## config.mk

```make
export PLATFORM = sky130hd
export DESIGN_NAME = multicycle_ctrl_fsm_flat
export DESIGN_NICKNAME = d
export VERILOG_FILES = /design/src/rtl/multicycle_ctrl_fsm_if.sv /design/src/rtl/multicycle_ctrl_fsm.sv /design/src/flat_wrapper.sv
export SDC_FILE = /design/constraint.sdc
export NUM_CORES = 1
export LEC_CHECK = 0
export ABC_AREA = 1
export CORE_UTILIZATION = 46
export DETAILED_ROUTE_END_ITERATION = 10
export GPL_TIMING_DRIVEN = 0
export HOLD_SLACK_MARGIN = 0.08
export PLACE_DENSITY = 0.76
export SYNTH_ARGS = -nofsm -noshare
export SYNTH_HDL_FRONTEND = slang
export SYNTH_SLANG_ARGS = --single-unit
```

## constraint.sdc

```tcl
create_clock -name clk -period 2.3 [get_ports clk]
set_clock_uncertainty 0.15 [all_clocks]
set_input_delay 0.345 -clock clk [delete_from_list [all_inputs] [get_ports clk]]
set_output_delay 0.345 -clock clk [all_outputs]
set_load 0.05 [all_outputs]
```

## src/rtl/multicycle_ctrl_fsm_if.sv

```systemverilog
// Control-unit interface for the multicycle CPU. The controller uses the
// master modport; the datapath and memory side use the slave modport.
interface multicycle_ctrl_fsm_if #(
  parameter int OPCODE_W = 6,
  parameter int CNT_W    = 32
);
  // Inputs to the controller
  logic [OPCODE_W-1:0] opcode;
  logic                mem_ready;
  logic                trap_ack;

  // Outputs from the controller
  logic [3:0]          state;
  logic                mem_req;
  logic                mem_we;
  logic                iord;
  logic                ir_write;
  logic                pc_write;
  logic                pc_write_cond;
  logic [1:0]          pc_source;
  logic                alu_src_a;
  logic [1:0]          alu_src_b;
  logic [2:0]          alu_op;
  logic                reg_write;
  logic                reg_dst;
  logic                mem_to_reg;
  logic                instr_done;
  logic                trap;
  logic [1:0]          trap_cause;
  logic [CNT_W-1:0]    instret;

  modport master (
    input  opcode, mem_ready, trap_ack,
    output state, mem_req, mem_we, iord, ir_write, pc_write, pc_write_cond,
           pc_source, alu_src_a, alu_src_b, alu_op, reg_write, reg_dst,
           mem_to_reg, instr_done, trap, trap_cause, instret
  );

  modport slave (
    output opcode, mem_ready, trap_ack,
    input  state, mem_req, mem_we, iord, ir_write, pc_write, pc_write_cond,
           pc_source, alu_src_a, alu_src_b, alu_op, reg_write, reg_dst,
           mem_to_reg, instr_done, trap, trap_cause, instret
  );
endinterface

```

## src/rtl/multicycle_ctrl_fsm.sv

```systemverilog
// Multicycle control FSM for the MIPS-subset CPU. Strobes are decoded from
// the next state and registered; only the handshake-qualified strobes
// (ir_write, pc_write, instr_done in memory-wait states) see mem_ready
// combinationally. Includes memory timeout, trap state with cause, and an
// instruction-retired counter.
module multicycle_ctrl_fsm #(
  parameter int OPCODE_W = 6,
  parameter bit EXT_EN   = 1'b1,
  parameter int TMO_W    = 4,
  parameter int CNT_W    = 32
) (
  input  logic                  clk,
  input  logic                  rst,
  multicycle_ctrl_fsm_if.master bus
);

  typedef enum logic [3:0] {
    S_FETCH     = 4'd0,
    S_DECODE    = 4'd1,
    S_MEM_ADDR  = 4'd2,
    S_MEM_READ  = 4'd3,
    S_MEM_WB    = 4'd4,
    S_MEM_WRITE = 4'd5,
    S_R_EXEC    = 4'd6,
    S_R_WB      = 4'd7,
    S_BRANCH    = 4'd8,
    S_JUMP      = 4'd9,
    S_I_WB      = 4'd10,
    S_LUI_EXEC  = 4'd11,
    S_I_EXEC    = 4'd12,
    S_TRAP      = 4'd15
  } state_e;

  typedef struct packed {
    logic       mem_req;
    logic       mem_we;
    logic       iord;
    logic       ir_write;
    logic       pc_write;
    logic       pc_write_cond;
    logic [1:0] pc_source;
    logic       alu_src_a;
    logic [1:0] alu_src_b;
    logic [2:0] alu_op;
    logic       reg_write;
    logic       reg_dst;
    logic       mem_to_reg;
    logic       instr_done;
    logic       trap;
    logic       wait_mem;   // state stalls on mem_ready; qualifies strobes
  } ctrl_t;

  localparam logic [OPCODE_W-1:0] OP_RTYPE = OPCODE_W'(0);
  localparam logic [OPCODE_W-1:0] OP_J     = OPCODE_W'(2);
  localparam logic [OPCODE_W-1:0] OP_BEQ   = OPCODE_W'(4);
  localparam logic [OPCODE_W-1:0] OP_ADDI  = OPCODE_W'(8);
  localparam logic [OPCODE_W-1:0] OP_ANDI  = OPCODE_W'(12);
  localparam logic [OPCODE_W-1:0] OP_ORI   = OPCODE_W'(13);
  localparam logic [OPCODE_W-1:0] OP_LUI   = OPCODE_W'(15);
  localparam logic [OPCODE_W-1:0] OP_LW    = OPCODE_W'(35);
  localparam logic [OPCODE_W-1:0] OP_SW    = OPCODE_W'(43);

  // Last counter value before the timeout fires: trap happens on the
  // (2**TMO_W-1)th consecutive waiting cycle.
  localparam logic [TMO_W-1:0] TMO_LAST = TMO_W'((2 ** TMO_W) - 2);

  localparam logic [1:0] CAUSE_NONE    = 2'd0;
  localparam logic [1:0] CAUSE_ILLEGAL = 2'd1;
  localparam logic [1:0] CAUSE_TIMEOUT = 2'd2;

  // Moore strobe decode for a given state; op only selects the I-type ALU op
  function automatic ctrl_t decode(input state_e s, input logic [OPCODE_W-1:0] op);
    ctrl_t c;
    c = '0;
    case (s)
      S_FETCH: begin
        c.mem_req = 1'b1; c.ir_write = 1'b1; c.pc_write = 1'b1;
        c.alu_src_b = 2'd1; c.wait_mem = 1'b1;
      end
      S_DECODE:   c.alu_src_b = 2'd3;
      S_MEM_ADDR: begin c.alu_src_a = 1'b1; c.alu_src_b = 2'd2; end
      S_MEM_READ: begin c.mem_req = 1'b1; c.iord = 1'b1; c.wait_mem = 1'b1; end
      S_MEM_WB:   begin c.reg_write = 1'b1; c.mem_to_reg = 1'b1; c.instr_done = 1'b1; end
      S_MEM_WRITE: begin
        c.mem_req = 1'b1; c.mem_we = 1'b1; c.iord = 1'b1;
        c.instr_done = 1'b1; c.wait_mem = 1'b1;
      end
      S_R_EXEC:   begin c.alu_src_a = 1'b1; c.alu_op = 3'd2; end
      S_R_WB:     begin c.reg_write = 1'b1; c.reg_dst = 1'b1; c.instr_done = 1'b1; end
      S_BRANCH: begin
        c.alu_src_a = 1'b1; c.alu_op = 3'd1; c.pc_write_cond = 1'b1;
        c.pc_source = 2'd1; c.instr_done = 1'b1;
      end
      S_JUMP:     begin c.pc_write = 1'b1; c.pc_source = 2'd2; c.instr_done = 1'b1; end
      S_I_WB:     begin c.reg_write = 1'b1; c.instr_done = 1'b1; end
      S_LUI_EXEC: begin c.alu_src_b = 2'd3; c.alu_op = 3'd5; end
      S_I_EXEC: begin
        c.alu_src_a = 1'b1; c.alu_src_b = 2'd2;
        if (op == OP_ANDI)     c.alu_op = 3'd3;
        else if (op == OP_ORI) c.alu_op = 3'd4;
        else                   c.alu_op = 3'd0;
      end
      S_TRAP:     c.trap = 1'b1;
      default:    c = '0;
    endcase
    return c;
  endfunction

  state_e           state_q, state_d;
  ctrl_t            ctrl_q;
  logic [TMO_W-1:0] tmo_q, tmo_d;
  logic [1:0]       cause_q, cause_d;
  logic [CNT_W-1:0] instret_q, instret_d;
  logic             tmo_hit;
  logic             strobe_ok;
  logic             instr_done;

  // Strobes of memory-wait states only fire in the cycle memory completes
  assign strobe_ok  = ~ctrl_q.wait_mem | bus.mem_ready;
  assign instr_done = ctrl_q.instr_done & strobe_ok;
  assign tmo_hit    = ctrl_q.wait_mem & ~bus.mem_ready & (tmo_q == TMO_LAST);

  // Next-state, trap cause, timeout counter and retired-count logic
  always_comb begin
    state_d   = state_q;
    cause_d   = cause_q;
    instret_d = instret_q + CNT_W'(instr_done);
    case (state_q)
      S_FETCH, S_MEM_READ, S_MEM_WRITE: begin
        if (bus.mem_ready) begin
          if (state_q == S_FETCH)         state_d = S_DECODE;
          else if (state_q == S_MEM_READ) state_d = S_MEM_WB;
          else                            state_d = S_FETCH;
        end else if (tmo_hit) begin
          state_d = S_TRAP;
          cause_d = CAUSE_TIMEOUT;
        end
      end
      S_DECODE: begin
        case (bus.opcode)
          OP_LW, OP_SW: state_d = S_MEM_ADDR;
          OP_RTYPE:     state_d = S_R_EXEC;
          OP_BEQ:       state_d = S_BRANCH;
          OP_J:         state_d = S_JUMP;
          OP_ADDI:      state_d = S_I_EXEC;
          OP_LUI:       state_d = S_LUI_EXEC;
          OP_ANDI, OP_ORI: begin
            if (EXT_EN) begin
              state_d = S_I_EXEC;
            end else begin
              state_d = S_TRAP;
              cause_d = CAUSE_ILLEGAL;
            end
          end
          default: begin
            state_d = S_TRAP;
            cause_d = CAUSE_ILLEGAL;
          end
        endcase
      end
      S_MEM_ADDR: begin
        if (bus.opcode == OP_LW)      state_d = S_MEM_READ;
        else if (bus.opcode == OP_SW) state_d = S_MEM_WRITE;
        else begin
          state_d = S_TRAP;
          cause_d = CAUSE_ILLEGAL;
        end
      end
      S_MEM_WB, S_R_WB, S_BRANCH, S_JUMP, S_I_WB: state_d = S_FETCH;
      S_R_EXEC:                 state_d = S_R_WB;
      S_LUI_EXEC, S_I_EXEC:     state_d = S_I_WB;
      S_TRAP: begin
        if (bus.trap_ack) begin
          state_d = S_FETCH;
          cause_d = CAUSE_NONE;
        end
      end
      default: begin
        state_d = S_TRAP;
        cause_d = CAUSE_ILLEGAL;
      end
    endcase

    if (state_d != state_q)                   tmo_d = '0;
    else if (ctrl_q.wait_mem && !bus.mem_ready) tmo_d = tmo_q + 1'b1;
    else                                      tmo_d = tmo_q;
  end

  // State register plus registered Moore strobes decoded from the next state
  always_ff @(posedge clk) begin
    if (rst) begin
      state_q   <= S_FETCH;
      ctrl_q    <= decode(S_FETCH, '0);
      tmo_q     <= '0;
      cause_q   <= CAUSE_NONE;
      instret_q <= '0;
    end else begin
      state_q   <= state_d;
      ctrl_q    <= decode(state_d, bus.opcode);
      tmo_q     <= tmo_d;
      cause_q   <= cause_d;
      instret_q <= instret_d;
    end
  end

  assign bus.state         = state_q;
  assign bus.mem_req       = ctrl_q.mem_req;
  assign bus.mem_we        = ctrl_q.mem_we;
  assign bus.iord          = ctrl_q.iord;
  assign bus.ir_write      = ctrl_q.ir_write & strobe_ok;
  assign bus.pc_write      = ctrl_q.pc_write & strobe_ok;
  assign bus.pc_write_cond = ctrl_q.pc_write_cond;
  assign bus.pc_source     = ctrl_q.pc_source;
  assign bus.alu_src_a     = ctrl_q.alu_src_a;
  assign bus.alu_src_b     = ctrl_q.alu_src_b;
  assign bus.alu_op        = ctrl_q.alu_op;
  assign bus.reg_write     = ctrl_q.reg_write;
  assign bus.reg_dst       = ctrl_q.reg_dst;
  assign bus.mem_to_reg    = ctrl_q.mem_to_reg;
  assign bus.instr_done    = instr_done;
  assign bus.trap          = ctrl_q.trap;
  assign bus.trap_cause    = cause_q;
  assign bus.instret       = instret_q;

endmodule
```

## src/flat_wrapper.sv

```systemverilog
// flat-port wrapper written by rule: the top's interface ports become plain ports
module multicycle_ctrl_fsm_flat 
#(
  parameter int OPCODE_W = 6,
  parameter bit EXT_EN   = 1'b1,
  parameter int TMO_W    = 4,
  parameter int CNT_W    = 32
)
  (clk, rst, bus_opcode, bus_mem_ready, bus_trap_ack, bus_state, bus_mem_req, bus_mem_we, bus_iord, bus_ir_write, bus_pc_write, bus_pc_write_cond, bus_pc_source, bus_alu_src_a, bus_alu_src_b, bus_alu_op, bus_reg_write, bus_reg_dst, bus_mem_to_reg, bus_instr_done, bus_trap, bus_trap_cause, bus_instret);
  multicycle_ctrl_fsm_if #(.OPCODE_W(OPCODE_W), .CNT_W(CNT_W)) bus_i ();
  input  logic clk;
  input  logic rst;
  input wire logic [$bits(bus_i.opcode)-1:0] bus_opcode;
  input wire logic [$bits(bus_i.mem_ready)-1:0] bus_mem_ready;
  input wire logic [$bits(bus_i.trap_ack)-1:0] bus_trap_ack;
  output wire logic [$bits(bus_i.state)-1:0] bus_state;
  output wire logic [$bits(bus_i.mem_req)-1:0] bus_mem_req;
  output wire logic [$bits(bus_i.mem_we)-1:0] bus_mem_we;
  output wire logic [$bits(bus_i.iord)-1:0] bus_iord;
  output wire logic [$bits(bus_i.ir_write)-1:0] bus_ir_write;
  output wire logic [$bits(bus_i.pc_write)-1:0] bus_pc_write;
  output wire logic [$bits(bus_i.pc_write_cond)-1:0] bus_pc_write_cond;
  output wire logic [$bits(bus_i.pc_source)-1:0] bus_pc_source;
  output wire logic [$bits(bus_i.alu_src_a)-1:0] bus_alu_src_a;
  output wire logic [$bits(bus_i.alu_src_b)-1:0] bus_alu_src_b;
  output wire logic [$bits(bus_i.alu_op)-1:0] bus_alu_op;
  output wire logic [$bits(bus_i.reg_write)-1:0] bus_reg_write;
  output wire logic [$bits(bus_i.reg_dst)-1:0] bus_reg_dst;
  output wire logic [$bits(bus_i.mem_to_reg)-1:0] bus_mem_to_reg;
  output wire logic [$bits(bus_i.instr_done)-1:0] bus_instr_done;
  output wire logic [$bits(bus_i.trap)-1:0] bus_trap;
  output wire logic [$bits(bus_i.trap_cause)-1:0] bus_trap_cause;
  output wire logic [$bits(bus_i.instret)-1:0] bus_instret;
  assign bus_i.opcode = bus_opcode;
  assign bus_i.mem_ready = bus_mem_ready;
  assign bus_i.trap_ack = bus_trap_ack;
  assign bus_state = bus_i.state;
  assign bus_mem_req = bus_i.mem_req;
  assign bus_mem_we = bus_i.mem_we;
  assign bus_iord = bus_i.iord;
  assign bus_ir_write = bus_i.ir_write;
  assign bus_pc_write = bus_i.pc_write;
  assign bus_pc_write_cond = bus_i.pc_write_cond;
  assign bus_pc_source = bus_i.pc_source;
  assign bus_alu_src_a = bus_i.alu_src_a;
  assign bus_alu_src_b = bus_i.alu_src_b;
  assign bus_alu_op = bus_i.alu_op;
  assign bus_reg_write = bus_i.reg_write;
  assign bus_reg_dst = bus_i.reg_dst;
  assign bus_mem_to_reg = bus_i.mem_to_reg;
  assign bus_instr_done = bus_i.instr_done;
  assign bus_trap = bus_i.trap;
  assign bus_trap_cause = bus_i.trap_cause;
  assign bus_instret = bus_i.instret;
  multicycle_ctrl_fsm #(.OPCODE_W(OPCODE_W), .EXT_EN(EXT_EN), .TMO_W(TMO_W), .CNT_W(CNT_W)) u_core (.clk(clk), .rst(rst), .bus(bus_i));
endmodule
```

==> results.rst, run 1 <==
.. list-table::
   :header-rows: 1

   * - Metric
     - Value
   * - Outcome
     - complete, but fails checks
   * - Violations in the final reports
     - setup timing
   * - Largest driver fanout on the critical path
     - 4
   * - Clock Pin Slew Worst Setup and Hold Paths
     - 0.06 ns
   * - Delay-heaviest family, CP
     - simple AND/OR/NAND/NOR gates
   * - Die Ht
     - 85.9 µm
   * - Initial antenna violation count
     - 0
   * - Worst flop-to-flop path startpoint
     - u_core.ctrl_q[0]$_SDFF_PP1_
   * - Post-Place Cell Area
     - approximately 4100 µm²
   * - Avg Cell Area, Syn
     - 6.89 µm²
   * - Power after layout
     - 0.00474 W
   * - Async set-reset flop share out of synthesis
     - 0%
   * - Floorplan die area
     - 7380 µm²
   * - Share of Yosys cell area claimed by the top area cell type
     - 37.1%
   * - Number of enable flip-flop cells after synthesis
     - 0
   * - Unrepaired setup endpoints after global routing
     - yes
   * - All-Layer GR Usage
     - 22.4%
   * - Post-synth design cell area
     - 3240 µm²
   * - Mapped Nets
     - 484
   * - Power Dens Cells
     - 1030 nW/µm²
   * - Primary FF master, synth
     - dfxtp_1
   * - Number of vias in the routed layout
     - ~3300
   * - First-iteration detailed-routing DRC count
     - approximately 150
   * - Utilization after layout
     - slightly below 70%
   * - Period utilization
     - 104%
   * - Std-Cell Rows
     - 30
   * - Category of the most critical setup path
     - flop to flop
   * - Number of port buffers
     - 66
   * - Cell-by-cell trace of the critical path
     - nand2_4 -> inv_6 -> nor2_4 -> ha_4 -> buf_4 -> nand3_2 -> nor2_2 -> nand2_2 -> nor2_4 -> nand2_4 -> nor2_4 -> nand3_2 -> nor2_4 -> nand2_2 -> nor3_1 -> nor2_1
   * - Horizontal die dimension
     - 85.9 µm
   * - Weighted congestion reported at the end of routability-driven placement
     - approximately 0.86
   * - Clock insertion delay at the later pin of the skew report
     - 0.34 ns
   * - Crit path max-delay cell type
     - dfxtp_4
   * - Slowest stage delay, CP
     - between 0.3 and 0.4 ns
   * - Yosys Warn Count
     - 0
   * - Commonest cells post-synth
     - nand2_1, nor2_1, inv_1, dfxtp_1, a21oi_1
   * - Count of filler cells inserted in the layout
     - 576
   * - Via count of the first global-routing pass
     - 2897
   * - I/O Pins
     - 67
   * - Count of clock tree sinks
     - 60
   * - Global-route wire length before repair
     - 13000 µm
   * - DRC
     - 0
   * - Maximum root-to-sink buffer count
     - 2
   * - Max Cap Viol
     - 0
   * - Final number of max-transition violations
     - 0
   * - Worst hold path class
     - input pin to flop
   * - Count of final setup violators
     - 7
   * - Seq cells post-synth
     - 60
   * - Highest attainable clock frequency
     - between 0.4 and 0.5 GHz
   * - Hold path startpoint
     - bus_mem_ready
   * - Worst setup EP type
     - flop
   * - Fraction of the yosys area taken by sequential cells
     - 37.1%
   * - Critical path startpoint
     - u_core.ctrl_q[0]$_SDFF_PP1_
   * - Worst setup margin
     - -0.0950 ns
   * - Number of antenna repair diodes
     - 0
   * - Time the worst path needs with I/O delays and setup
     - 2.39 ns
   * - Relative max-transition margin
     - 57.7%
   * - DP Wirelength
     - 5880 µm
   * - Fraction of final layout cells sized beyond drive strength 1
     - ~23%
   * - CP bufs+invs
     - 2
   * - CTS tree
     - yes
   * - Number of nets with antenna violations after detailed routing
     - 0
   * - Most numerous cell in the Yosys netlist
     - nand2_1
   * - Area growth from synthesis to layout
     - 42.0%
   * - Design Area, Final
     - 4600 µm²
   * - Number of flip-flops under the largest register name
     - 32
   * - Reported leakage power
     - 1.89 nW
   * - Critical Path Start Type
     - flop
   * - Arrival time of data at the critical path endpoint
     - 2.47 ns
   * - Largest vdd supply drop
     - 0.000522 V
   * - CTS Hold Bufs
     - 0
   * - Post-detailed-routing wire length
     - 8260 µm
   * - Global route total overflow
     - 0
   * - Largest cells by area after synthesis
     - dfxtp_1, nand2_1, nor2_1
   * - Starting utilization of the core area
     - 47.6%
   * - Placeable core region
     - 6790 µm²
   * - Number of unique standard cell types used by synthesis
     - 37
   * - Transition time at the pin with the least slew margin
     - 0.635 ns
   * - Cell taking the most area after synthesis
     - dfxtp_1
   * - Root buf cell
     - clkbuf_8
   * - Post-synthesis instance total
     - 470
   * - Maximum level of the CTS H-tree
     - 3
   * - Number of detailed-routing iterations run before antenna repair
     - 5
   * - Routed via count divided by cell count
     - 4.95
   * - DR WL/cell
     - 12.4 µm
   * - Req. time, crit path
     - 2.37 ns
   * - Most prevalent standard cell on the critical path
     - nor2_4
   * - Pin count of the biggest net entering global routing
     - 11
   * - Number of CTS-inserted buffers
     - 9
   * - Setup_tns
     - -0.410 ns
   * - Post-layout nets
     - 581
   * - Final Hold Fails
     - 0
worst paths after layout:
kind	endpoint	depth (start not counted)	slack, ns
setup reg to reg	u_core.bus.instret[27]$_SDFF_PP0_	16	-0.09
setup / recovery	u_core.bus.instret[27]$_SDFF_PP0_	16	-0.09
hold / removal	u_core.bus.trap_cause[1]$_SDFFE_PP0P_	4	0.28
hold reg to reg	u_core.bus.instret[21]$_SDFF_PP0_	2	0.32
where the power goes:
part | switching (W) | internal (W)
logic | 0.00153 | 0.000757
clock network | 0.000405 | 0.000778
registers | 0.0000944 | 0.00118
total | 0.00203 | 0.00272
logic make-up (layout without fill, tap and decap cells):
| kind of cell | after synthesis | in the layout | synth area share [%] |
|---|---|---|---|
| compound gates | 66 | 66 | 11.5 |
| fa+ha+maj | 4 | 4 | 1.55 |
| simple gates | 248 | 248 | 37.4 |
| buf+inv | 87 | 189 | 11.1 |
| xor+xnor | 5 | 5 | 1.35 |
| flops | 60 | 60 | 37.1 |
worst register-to-register path, stage by stage (launching register included):
cell	delay, ns
dfxtp_4	0.35
nand2_4	0.07
inv_6	0.04
nor2_4	0.10
ha_4	0.16
buf_4	0.11
nand3_2	0.10
nor2_2	0.15
nand2_2	0.10
nor2_4	0.14
nand2_4	0.09
nor2_4	0.12
nand3_2	0.11
nor2_4	0.13
nand2_2	0.10
nor3_1	0.20
nor2_1	0.07
metal layers:
metal	GRT usage, %	vias to the layer above	wire length, µm
li1	-	1679	-
met1	28.9	1502	3760
met2	36.2	111	3870
met3	4.52	17	463
met4	9.55	0	161
met5	0	-	0
per-stage QoR:
step / setup slack (ns) / hold slack (ns) / instances
after global placement: -0.959 / 0.302 / 632
final: -0.0950 / 0.283 / 668
after CTS: -0.0380 / 0.323 / 660
after detailed placement: -1.00 / 0.313 / 632
after global routing: -0.227 / 0.318 / 668
after floorplan: -0.365 / 0.344 / 470
area by class of cell:
class	count	area (µm²)	area share [%]
plain buffers	13	80.1	1.74
clock buffers	12	155	3.38
inverters	74	285	6.21
repair buffers	86	810	17.6
well taps	96	120	2.61
multi-input cells	323	1850	40.1
flip-flops and latches	60	1210	26.2
clock inverters	4	95.1	2.07
cell usage in the layout, fill, tap and decap left out, types with 3 or more instances in the layout:
cell type | Yosys | routed
nand2_1 | 92 | 86
clkdlybuf4s50_1 | 0 | 62
inv_1 | 61 | 59
dfxtp_1 | 60 | 58
nor2_1 | 66 | 57
buf_4 | 8 | 28
a21oi_1 | 28 | 27
nand3_1 | 23 | 21
nor2_4 | 6 | 15
o21ai_0 | 22 | 15
nor3_1 | 16 | 15
nor2_2 | 13 | 13
nand2_2 | 9 | 12
clkbuf_8 | 0 | 11
inv_2 | 9 | 10
nand3_2 | 6 | 8
o21ai_1 | 2 | 8
nand4_1 | 6 | 6
nand2_4 | 2 | 5
a21oi_2 | 4 | 5
xor2_1 | 5 | 5
clkbuf_1 | 3 | 4
o21a_1 | 4 | 4
clkinv_2 | 2 | 3
bufinv_16 | 0 | 3
timing repair:
| action | in CTS | in global routing |
|---|---|---|
| setup endpoints to repair | 26 | 27 |
| pin swaps | 11 | 13 |
| setup buffers | 12 | 8 |
| gates resized for setup | 10 | 28 |
No activity file was read; power rests on OpenSTA's default activity.
==> run 2: changes to the inputs <==
--- a/config.mk
+++ b/config.mk
@@ -5,7 +5,6 @@
 export SDC_FILE = /design/constraint.sdc
 export NUM_CORES = 1
 export LEC_CHECK = 0
-export ABC_AREA = 1
 export CORE_UTILIZATION = 46
 export DETAILED_ROUTE_END_ITERATION = 10
 export GPL_TIMING_DRIVEN = 0
==> results.rst, run 2 <==
.. list-table::
   :header-rows: 1

   * - Metric
     - Value
   * - Worst flop-to-flop path startpoint
     - u_core.tmo_q[0]$_SDFFE_PP0P_ (was u_core.ctrl_q[0]$_SDFF_PP1_)
   * - Sequential group share of total power
     - 22.7% (was 26.9%)
   * - Outcome
     - complete, but fails checks (unchanged)
   * - Number of unique standard cell types used by synthesis
     - 62 (was 37)
   * - CTS Hold Bufs
     - 0 (unchanged)
   * - Via count of the first global-routing pass
     - 2823 (was 2897)
   * - Grt met3 use
     - 6.10% (was 4.52%)
   * - Async set-reset flop share out of synthesis
     - 0% (unchanged)
   * - Root buf cell
     - clkbuf_8 (unchanged)
   * - Category of the most critical setup path
     - flop to flop (unchanged)
   * - Global route total overflow
     - 0 (unchanged)
   * - Final number of max-transition violations
     - 0 (unchanged)
   * - Internal power component
     - 0.00328 W (was 0.00272 W)
   * - Clock group share of total power
     - 18.6% (was 24.9%)
   * - Maximum root-to-sink buffer count
     - 2 (unchanged)
   * - Mapped Nets
     - 379 (was 484)
   * - Utilization after layout
     - 74.1% (was 67.7%)
   * - DP Wirelength
     - 5690 µm (was 5880 µm)
   * - Cell taking the most area after synthesis
     - dfxtp_1 (unchanged)
   * - Global route hottest layer
     - met2 (unchanged)
   * - Most numerous cell in the Yosys netlist
     - dfxtp_1 (was nand2_1)
   * - Power Dens Cells
     - 1190 nW/µm² (was 1030 nW/µm²)
   * - Floorplan die area
     - 7170 µm² (was 7380 µm²)
   * - Max Cap Viol
     - 0 (unchanged)
   * - Number of detailed-routing iterations run before antenna repair
     - 10 (was 5)
   * - Combinational group share of total power
     - 58.7% (was 48.1%)
   * - Initial antenna violation count
     - 0 (unchanged)
   * - DRC
     - 4 (was 0)
   * - Critical Path Start Type
     - flop (unchanged)
   * - Number of nets with antenna violations after detailed routing
     - 0 (unchanged)
   * - Time the worst path needs with I/O delays and setup
     - 2.35 ns (was 2.39 ns)
   * - Routed via count divided by cell count
     - 5.56 (was 4.95)
   * - Count of clock tree sinks
     - 60 (unchanged)
   * - Met1 usage
     - 28.3% (was 28.9%)
   * - Fraction of final layout cells sized beyond drive strength 1
     - 27.7% (was 22.9%)
   * - Largest cells by area after synthesis
     - dfxtp_1, xor2_1, nor2_1 (was dfxtp_1, nand2_1, nor2_1)
   * - Reported leakage power
     - 1.82 nW (was 1.89 nW)
   * - Maximum level of the CTS H-tree
     - 3 (unchanged)
   * - All-Layer GR Usage
     - 23.6% (was 22.4%)
   * - Count of final setup violators
     - 8 (was 7)
   * - Global-route wire length before repair
     - 13300 µm (was 13000 µm)
   * - Worst setup EP type
     - flop (unchanged)
   * - Starting utilization of the core area
     - 48.7% (was 47.6%)
   * - Leading cell type in the layout, fill and taps excluded
     - clkdlybuf4s50_1 (was nand2_1)
   * - First-iteration detailed-routing DRC count
     - 187 (was 148)
   * - Share of total power consumed by net switching
     - 42.3% (was 42.7%)
   * - Final standard cell count with taps included and fillers excluded
     - 546 (was 668)
   * - Top library cells by usage in the layout, fill and taps aside
     - clkdlybuf4s50_1, dfxtp_1, nor2_1 (was nand2_1, clkdlybuf4s50_1, inv_1)
   * - Post-synthesis instance total
     - 365 (was 470)
   * - Pin count of the biggest net entering global routing
     - 11 (unchanged)
   * - Number of antenna repair diodes
     - 0 (unchanged)
   * - Dpl cells
     - 505 (was 632)
   * - Worst setup margin
     - -0.0521 ns (was -0.0950 ns)
   * - Fraction of the yosys area taken by sequential cells
     - 38.2% (was 37.1%)
   * - Commonest cells post-synth
     - dfxtp_1, nor2_1, nand2_1, xor2_1, nand3_1 (was nand2_1, nor2_1, inv_1, dfxtp_1, a21oi_1)
   * - Die Ht
     - 84.7 µm (was 85.9 µm)
   * - Largest vdd supply drop
     - 0.000608 V (was 0.000522 V)
   * - Number of CTS-inserted buffers
     - 9 (unchanged)
   * - Yosys Warn Count
     - 0 (unchanged)
   * - Largest driver fanout on the critical path
     - 5 (was 4)
   * - Avg Cell Area, Syn
     - 8.62 µm² (was 6.89 µm²)
   * - Violations in the final reports
     - DRC, setup timing (was setup timing)
   * - Unrepaired setup endpoints after global routing
     - yes (unchanged)
   * - Std-Cell Rows
     - 29 (was 30)
   * - Worst reg2reg endpoint
     - u_core.tmo_q[2]$_SDFFE_PP0P_ (was u_core.bus.instret[27]$_SDFF_PP0_)
   * - Placeable core region
     - 6460 µm² (was 6790 µm²)
   * - Weighted congestion reported at the end of routability-driven placement
     - 0.862 (was 0.857)
   * - Number of flip-flops under the largest register name
     - 32 (unchanged)
   * - Clock Pin Slew Worst Setup and Hold Paths
     - 0.06 ns (about the same)
   * - Transition time at the pin with the least slew margin
     - 0.582 ns (was 0.635 ns)
   * - Share of Yosys cell area claimed by the top area cell type
     - 38.2% (was 37.1%)
   * - Count of filler cells inserted in the layout
     - 460 (was 576)
   * - Pre-CTS setup slack
     - -0.695 ns (was -1.00 ns)
   * - Destination of the critical timing path
     - u_core.tmo_q[2]$_SDFFE_PP0P_ (was u_core.bus.instret[27]$_SDFF_PP0_)
   * - Critical path startpoint
     - u_core.tmo_q[0]$_SDFFE_PP0P_ (was u_core.ctrl_q[0]$_SDFF_PP1_)
   * - Number of port buffers
     - 63 (was 66)
   * - Met2 layer usage reported by global route
     - 40.2% (was 36.2%)
   * - CTS tree
     - yes (unchanged)
   * - Highest attainable clock frequency
     - 0.425 GHz (was 0.418 GHz)
   * - Post-synth design cell area
     - 3150 µm² (was 3240 µm²)
   * - Post-detailed-routing wire length
     - 8510 µm (was 8260 µm)
   * - Number of enable flip-flop cells after synthesis
     - 0 (unchanged)
   * - Primary FF master, synth
     - dfxtp_1 (unchanged)
   * - Worst hold path class
     - input pin to flop (unchanged)
   * - Period utilization
     - 102% (was 104%)
   * - Psw
     - 0.00241 W (was 0.00203 W)
   * - Reg2reg path depth
     - 9 (was 16)
   * - Clock insertion delay at the later pin of the skew report
     - 0.34 ns (about the same)
   * - Horizontal die dimension
     - 84.7 µm (was 85.9 µm)
   * - DR WL/cell
     - 15.6 µm (was 12.4 µm)
   * - Seq cells post-synth
     - 60 (unchanged)
   * - Number of vias in the routed layout
     - 3036 (was 3309)
   * - Relative max-transition margin
     - 61.2% (was 57.7%)
   * - I/O Pins
     - 67 (unchanged)
   * - Post-layout nets
     - 479 (was 581)
   * - Arrival time of data at the critical path endpoint
     - 2.45 ns (was 2.47 ns)
   * - R2R setup slack
     - -0.05 ns (was -0.09 ns)
   * - Req. time, crit path
     - 2.40 ns (was 2.37 ns)
   * - Final Hold Fails
     - 0 (unchanged)
   * - Area growth from synthesis to layout
     - 52.2% (was 42.0%)
-- run 2: worst min-delay path by stage --
stage	depth (start not counted)	startpoint	end	slack, ns
floorplan	2	rst	u_core.tmo_q[1]$_SDFFE_PP0P_	0.35
global placement	2	u_core.bus.instret[11]$_SDFF_PP0_	u_core.bus.instret[11]$_SDFF_PP0_	0.35
detailed placement	2	u_core.bus.instret[11]$_SDFF_PP0_	u_core.bus.instret[11]$_SDFF_PP0_	0.35
CTS	4	bus_opcode[2]	u_core.bus.alu_op[2]$_SDFF_PP0_	0.30
global route	4	bus_opcode[2]	u_core.bus.alu_op[2]$_SDFF_PP0_	0.31
finish	4	bus_opcode[2]	u_core.bus.alu_op[2]$_SDFF_PP0_	0.30
-- run 2: kinds of logic (layout without fill, tap and decap cells) --
kind of cell | count (synthesis) | count (layout) | share of synthesized area (%)
compound gates | 66 | 66 | 15.8
xor+xnor | 36 | 36 | 10.0
fa+ha+maj | 5 | 5 | 1.91
buf+inv | 33 | 137 | 6.05
flops | 60 | 60 | 38.2
mux | 1 | 1 | 0.318
simple gates | 164 | 164 | 27.7
-- run 2: worst max-delay path: stages (launching register included) --
cell,delay [ns]
dfxtp_2,0.35
inv_2,0.05
ha_4,0.15
a41o_1,0.26
a32oi_4,0.27
buf_4,0.17
o221a_4,0.23
xnor2_1,0.09
a41o_1,0.30
nor4_2,0.25
-- run 2: final cells by class --
cell class / count / area [µm²] / area share, %
timing repair buffer: 89 / 846 / 17.7
sequential: 60 / 1220 / 25.5
buffer: 24 / 200 / 4.18
multi-input combinational: 272 / 2160 / 45.2
tap: 77 / 96.3 / 2.01
inverter: 9 / 33.8 / 0.706
clock inverter: 2 / 38.8 / 0.810
clock buffer: 13 / 190 / 3.97
-- run 2: metrics by stage --
step | hold slack, ns | TNS [ns] | power (W) | instance area [µm²]
after floorplan | 0.346 | -2.15 | 0.00327 | 3330
after global placement | 0.348 | -22.97 | 0.00385 | 4060
after detailed placement | 0.354 | -23.88 | 0.00390 | 4060
after CTS | 0.299 | -0.136 | 0.00528 | 4530
after global routing | 0.310 | -1.38 | 0.00598 | 4790
final | 0.296 | -0.222 | 0.00568 | 4790
-- run 2: metal layers --
metal  vias up  wire [µm]
li1       1489          -
met1      1431       3640
met2       100       4230
met3        16        488
met4         0        145
met5         -          0
-- run 2: power by group through the flow --
stage	combinational [W]	sequential [W]	clock [W]
CTS	0.00293	0.00129	0.00107
global placement	0.00254	0.00131	0
finish	0.00334	0.00129	0.00106
global route	0.00355	0.00130	0.00113
detailed placement	0.00258	0.00131	0
floorplan	0.00169	0.00157	0
-- run 2: repair_timing --
action | in CTS | in global routing
setup buffers | 11 | 15
pin swaps | 10 | 15
setup endpoints to repair | 42 | 33
resized for setup | 28 | 39
==> run 3: changes to the inputs <==
--- a/config.mk
+++ b/config.mk
@@ -10,6 +10,7 @@
 export GPL_TIMING_DRIVEN = 0
 export HOLD_SLACK_MARGIN = 0.08
 export PLACE_DENSITY = 0.76
+export SKIP_CTS_REPAIR_TIMING = 1
 export SYNTH_ARGS = -nofsm -noshare
 export SYNTH_HDL_FRONTEND = slang
 export SYNTH_SLANG_ARGS = --single-unit
==> results.rst, run 3 (same netlist as run 2, synthesis figures left out) <==
.. list-table::
   :header-rows: 1

   * - Metric
     - Value
   * - Number of vias in the routed layout
     - 3151 (was 3036)
   * - Pin count of the biggest net entering global routing
     - 11 (unchanged)
   * - Req. time, crit path
     - 2.37 ns (was 2.40 ns)
   * - Number of port buffers
     - 63 (unchanged)
   * - Worst hold path class
     - input pin to flop (unchanged)
   * - Design Area, Final
     - 4780 µm² (was 4790 µm²)
   * - Post-Place Cell Area
     - 4060 µm² (unchanged)
   * - Top library cells by usage in the layout, fill and taps aside
     - clkdlybuf4s50_1, dfxtp_1, nor2_1 (unchanged)
   * - Post-layout nets
     - 481 (was 479)
   * - Worst setup margin
     - -0.107 ns (was -0.0521 ns)
   * - Utilization after layout
     - 74.0% (was 74.1%)
   * - Initial antenna violation count
     - 0 (unchanged)
   * - Unrepaired setup endpoints after global routing
     - yes (unchanged)
   * - Floorplan die area
     - 7170 µm² (unchanged)
   * - Root buf cell
     - clkbuf_8 (unchanged)
   * - Global route total overflow
     - 0 (unchanged)
   * - Number of antenna repair diodes
     - 0 (unchanged)
   * - Category of the most critical setup path
     - flop to flop (unchanged)
   * - Post-detailed-routing wire length
     - 8970 µm (was 8510 µm)
   * - Post-route worst hold slack
     - 0.295 ns (was 0.296 ns)
   * - First-iteration detailed-routing DRC count
     - 210 (was 187)
   * - All-Layer GR Usage
     - 22.5% (was 23.6%)
   * - Relative max-transition margin
     - 58.1% (was 61.2%)
   * - Outcome
     - complete, but fails checks (unchanged)
   * - Via count of the first global-routing pass
     - 2713 (was 2823)
   * - Reported leakage power
     - 1.84 nW (was 1.82 nW)
   * - Final number of max-transition violations
     - 0 (unchanged)
   * - Die Ht
     - 84.7 µm (unchanged)
   * - Final Hold Fails
     - 0 (unchanged)
   * - Number of CTS-inserted buffers
     - 9 (unchanged)
   * - Sequential group share of total power
     - 23.1% (was 22.7%)
   * - Horizontal die dimension
     - 84.7 µm (unchanged)
   * - Violations in the final reports
     - DRC, setup timing (unchanged)
   * - Placeable core region
     - 6460 µm² (unchanged)
   * - Critical Path Start Type
     - flop (unchanged)
   * - Count of final setup violators
     - 14 (was 8)
   * - DR WL/cell
     - 16.4 µm (was 15.6 µm)
   * - Combinational group share of total power
     - 58.1% (was 58.7%)
   * - Highest attainable clock frequency
     - 0.416 GHz (was 0.425 GHz)
   * - Psw
     - 0.00241 W (about the same)
   * - Number of flip-flops under the largest register name
     - 32 (unchanged)
   * - Pre-CTS setup slack
     - -0.695 ns (unchanged)
   * - Number of nets with antenna violations after detailed routing
     - 0 (unchanged)
   * - Number of detailed-routing iterations run before antenna repair
     - 11 (was 10)
   * - Max Cap Viol
     - 0 (unchanged)
   * - Largest driver fanout on the critical path
     - 4 (was 5)
   * - Clock insertion delay at the later pin of the skew report
     - 0.35 ns (was 0.34 ns)
   * - Period utilization
     - 105% (was 102%)
   * - DRC
     - 4 (unchanged)
   * - Starting utilization of the core area
     - 48.7% (unchanged)
   * - Worst setup EP type
     - flop (unchanged)
   * - Maximum root-to-sink buffer count
     - 2 (unchanged)
   * - Weighted congestion reported at the end of routability-driven placement
     - 0.862 (unchanged)
   * - Leading cell type in the layout, fill and taps excluded
     - clkdlybuf4s50_1 (unchanged)
   * - Global-route wire length before repair
     - 12700 µm (was 13300 µm)
   * - Std-Cell Rows
     - 29 (unchanged)
   * - Fraction of final layout cells sized beyond drive strength 1
     - 27.6% (was 27.7%)
   * - Share of total power consumed by net switching
     - 42.6% (was 42.3%)
   * - Clock group share of total power
     - 18.8% (was 18.6%)
   * - Transition time at the pin with the least slew margin
     - 0.629 ns (was 0.582 ns)
   * - CTS tree
     - yes (unchanged)
   * - Clock Pin Slew Worst Setup and Hold Paths
     - 0.07 ns (was 0.06 ns)
   * - Maximum level of the CTS H-tree
     - 3 (unchanged)
   * - Count of filler cells inserted in the layout
     - 476 (was 460)
   * - Arrival time of data at the critical path endpoint
     - 2.48 ns (was 2.45 ns)
   * - Power Dens Cells
     - 1180 nW/µm² (was 1190 nW/µm²)
   * - Area growth from synthesis to layout
     - 52.0% (was 52.2%)
   * - Time the worst path needs with I/O delays and setup
     - 2.41 ns (was 2.35 ns)
   * - Setup_tns
     - -0.754 ns (was -0.222 ns)
   * - Internal power component
     - 0.00324 W (was 0.00328 W)
   * - Largest vdd supply drop
     - 0.000651 V (was 0.000608 V)
   * - I/O Pins
     - 67 (unchanged)
   * - Routed via count divided by cell count
     - 5.75 (was 5.56)
   * - DP Wirelength
     - 5690 µm (unchanged)
   * - Count of clock tree sinks
     - 60 (unchanged)
==> run 3: cell count changes in the layout (fill, tap and decap cells not counted), moves of 2 or more <==
cell            previous run  this run
nand2_1                   26        24
nand2_2                    0         3
dlygate4sd2_1              3         0
clkbuf_2                   2         0
buf_4                     32        37
dlymetal6s2s_1             2         7
==> run 3: final timing paths <==
kind	startpoint	to	slack, ns	cells past startpoint
worst min-delay path	bus_opcode[2]	u_core.bus.alu_op[2]$_SDFF_PP0_	0.29	4
worst max-delay path	u_core.ctrl_q[0]$_SDFF_PP1_	u_core.bus.instret[22]$_SDFF_PP0_	-0.11	11
worst min register to register	u_core.bus.instret[11]$_SDFF_PP0_	u_core.bus.instret[11]$_SDFF_PP0_	0.37	2
worst max register to register	u_core.ctrl_q[0]$_SDFF_PP1_	u_core.bus.instret[22]$_SDFF_PP0_	-0.11	11
==> run 3: power by group through the flow <==
stage               Sequential [W]  Clock (W)  Combinational, W
finish                     0.00131    0.00106           0.00328
global route               0.00132    0.00113           0.00345
CTS                        0.00129    0.00107           0.00259
detailed placement         0.00131          0           0.00258
global placement           0.00131          0           0.00254
floorplan                  0.00157          0           0.00169
==> run 3: final cells by class <==
type                       count  area, µm²  share of cell area (%)
tap                           77       96.3                    2.02
clock inverter                 2       38.8                   0.811
timing repair buffer          93        902                    18.9
inverter                       9       33.8                   0.707
clock buffer                  13        190                    3.98
buffer                        22        170                    3.56
multi-input combinational    272       2130                    44.5
sequential                    60       1220                    25.5
==> run 3: routing by layer <==
metal	wire (µm)	part of all wire, %	GRT usage, %	vias up
met5	0	0	0	-
met4	165	1.8	8.78	0
met3	578	6.4	5.90	20
met2	4550	51	38.0	131
met1	3680	41	27.5	1496
li1	-	-	-	1504
==> run 3: critical path: stages, from the launching register on <==
cell and delay (ns):
dfxtp_4 0.34, nor2b_4 0.13, nor2b_4 0.18, ha_4 0.17, buf_4 0.11, ha_4 0.13, nand2_2 0.07, or3_4 0.40
nor3_4 0.20, and3_4 0.22, xnor2_1 0.11, nor2_1 0.06
==> run 3: per-stage QoR <==
step	std cells	total power, W
final	548	0.00564
after global routing	548	0.00590
after CTS	520	0.00496
after detailed placement	505	0.00390
after global placement	505	0.00385
after floorplan	365	0.00327
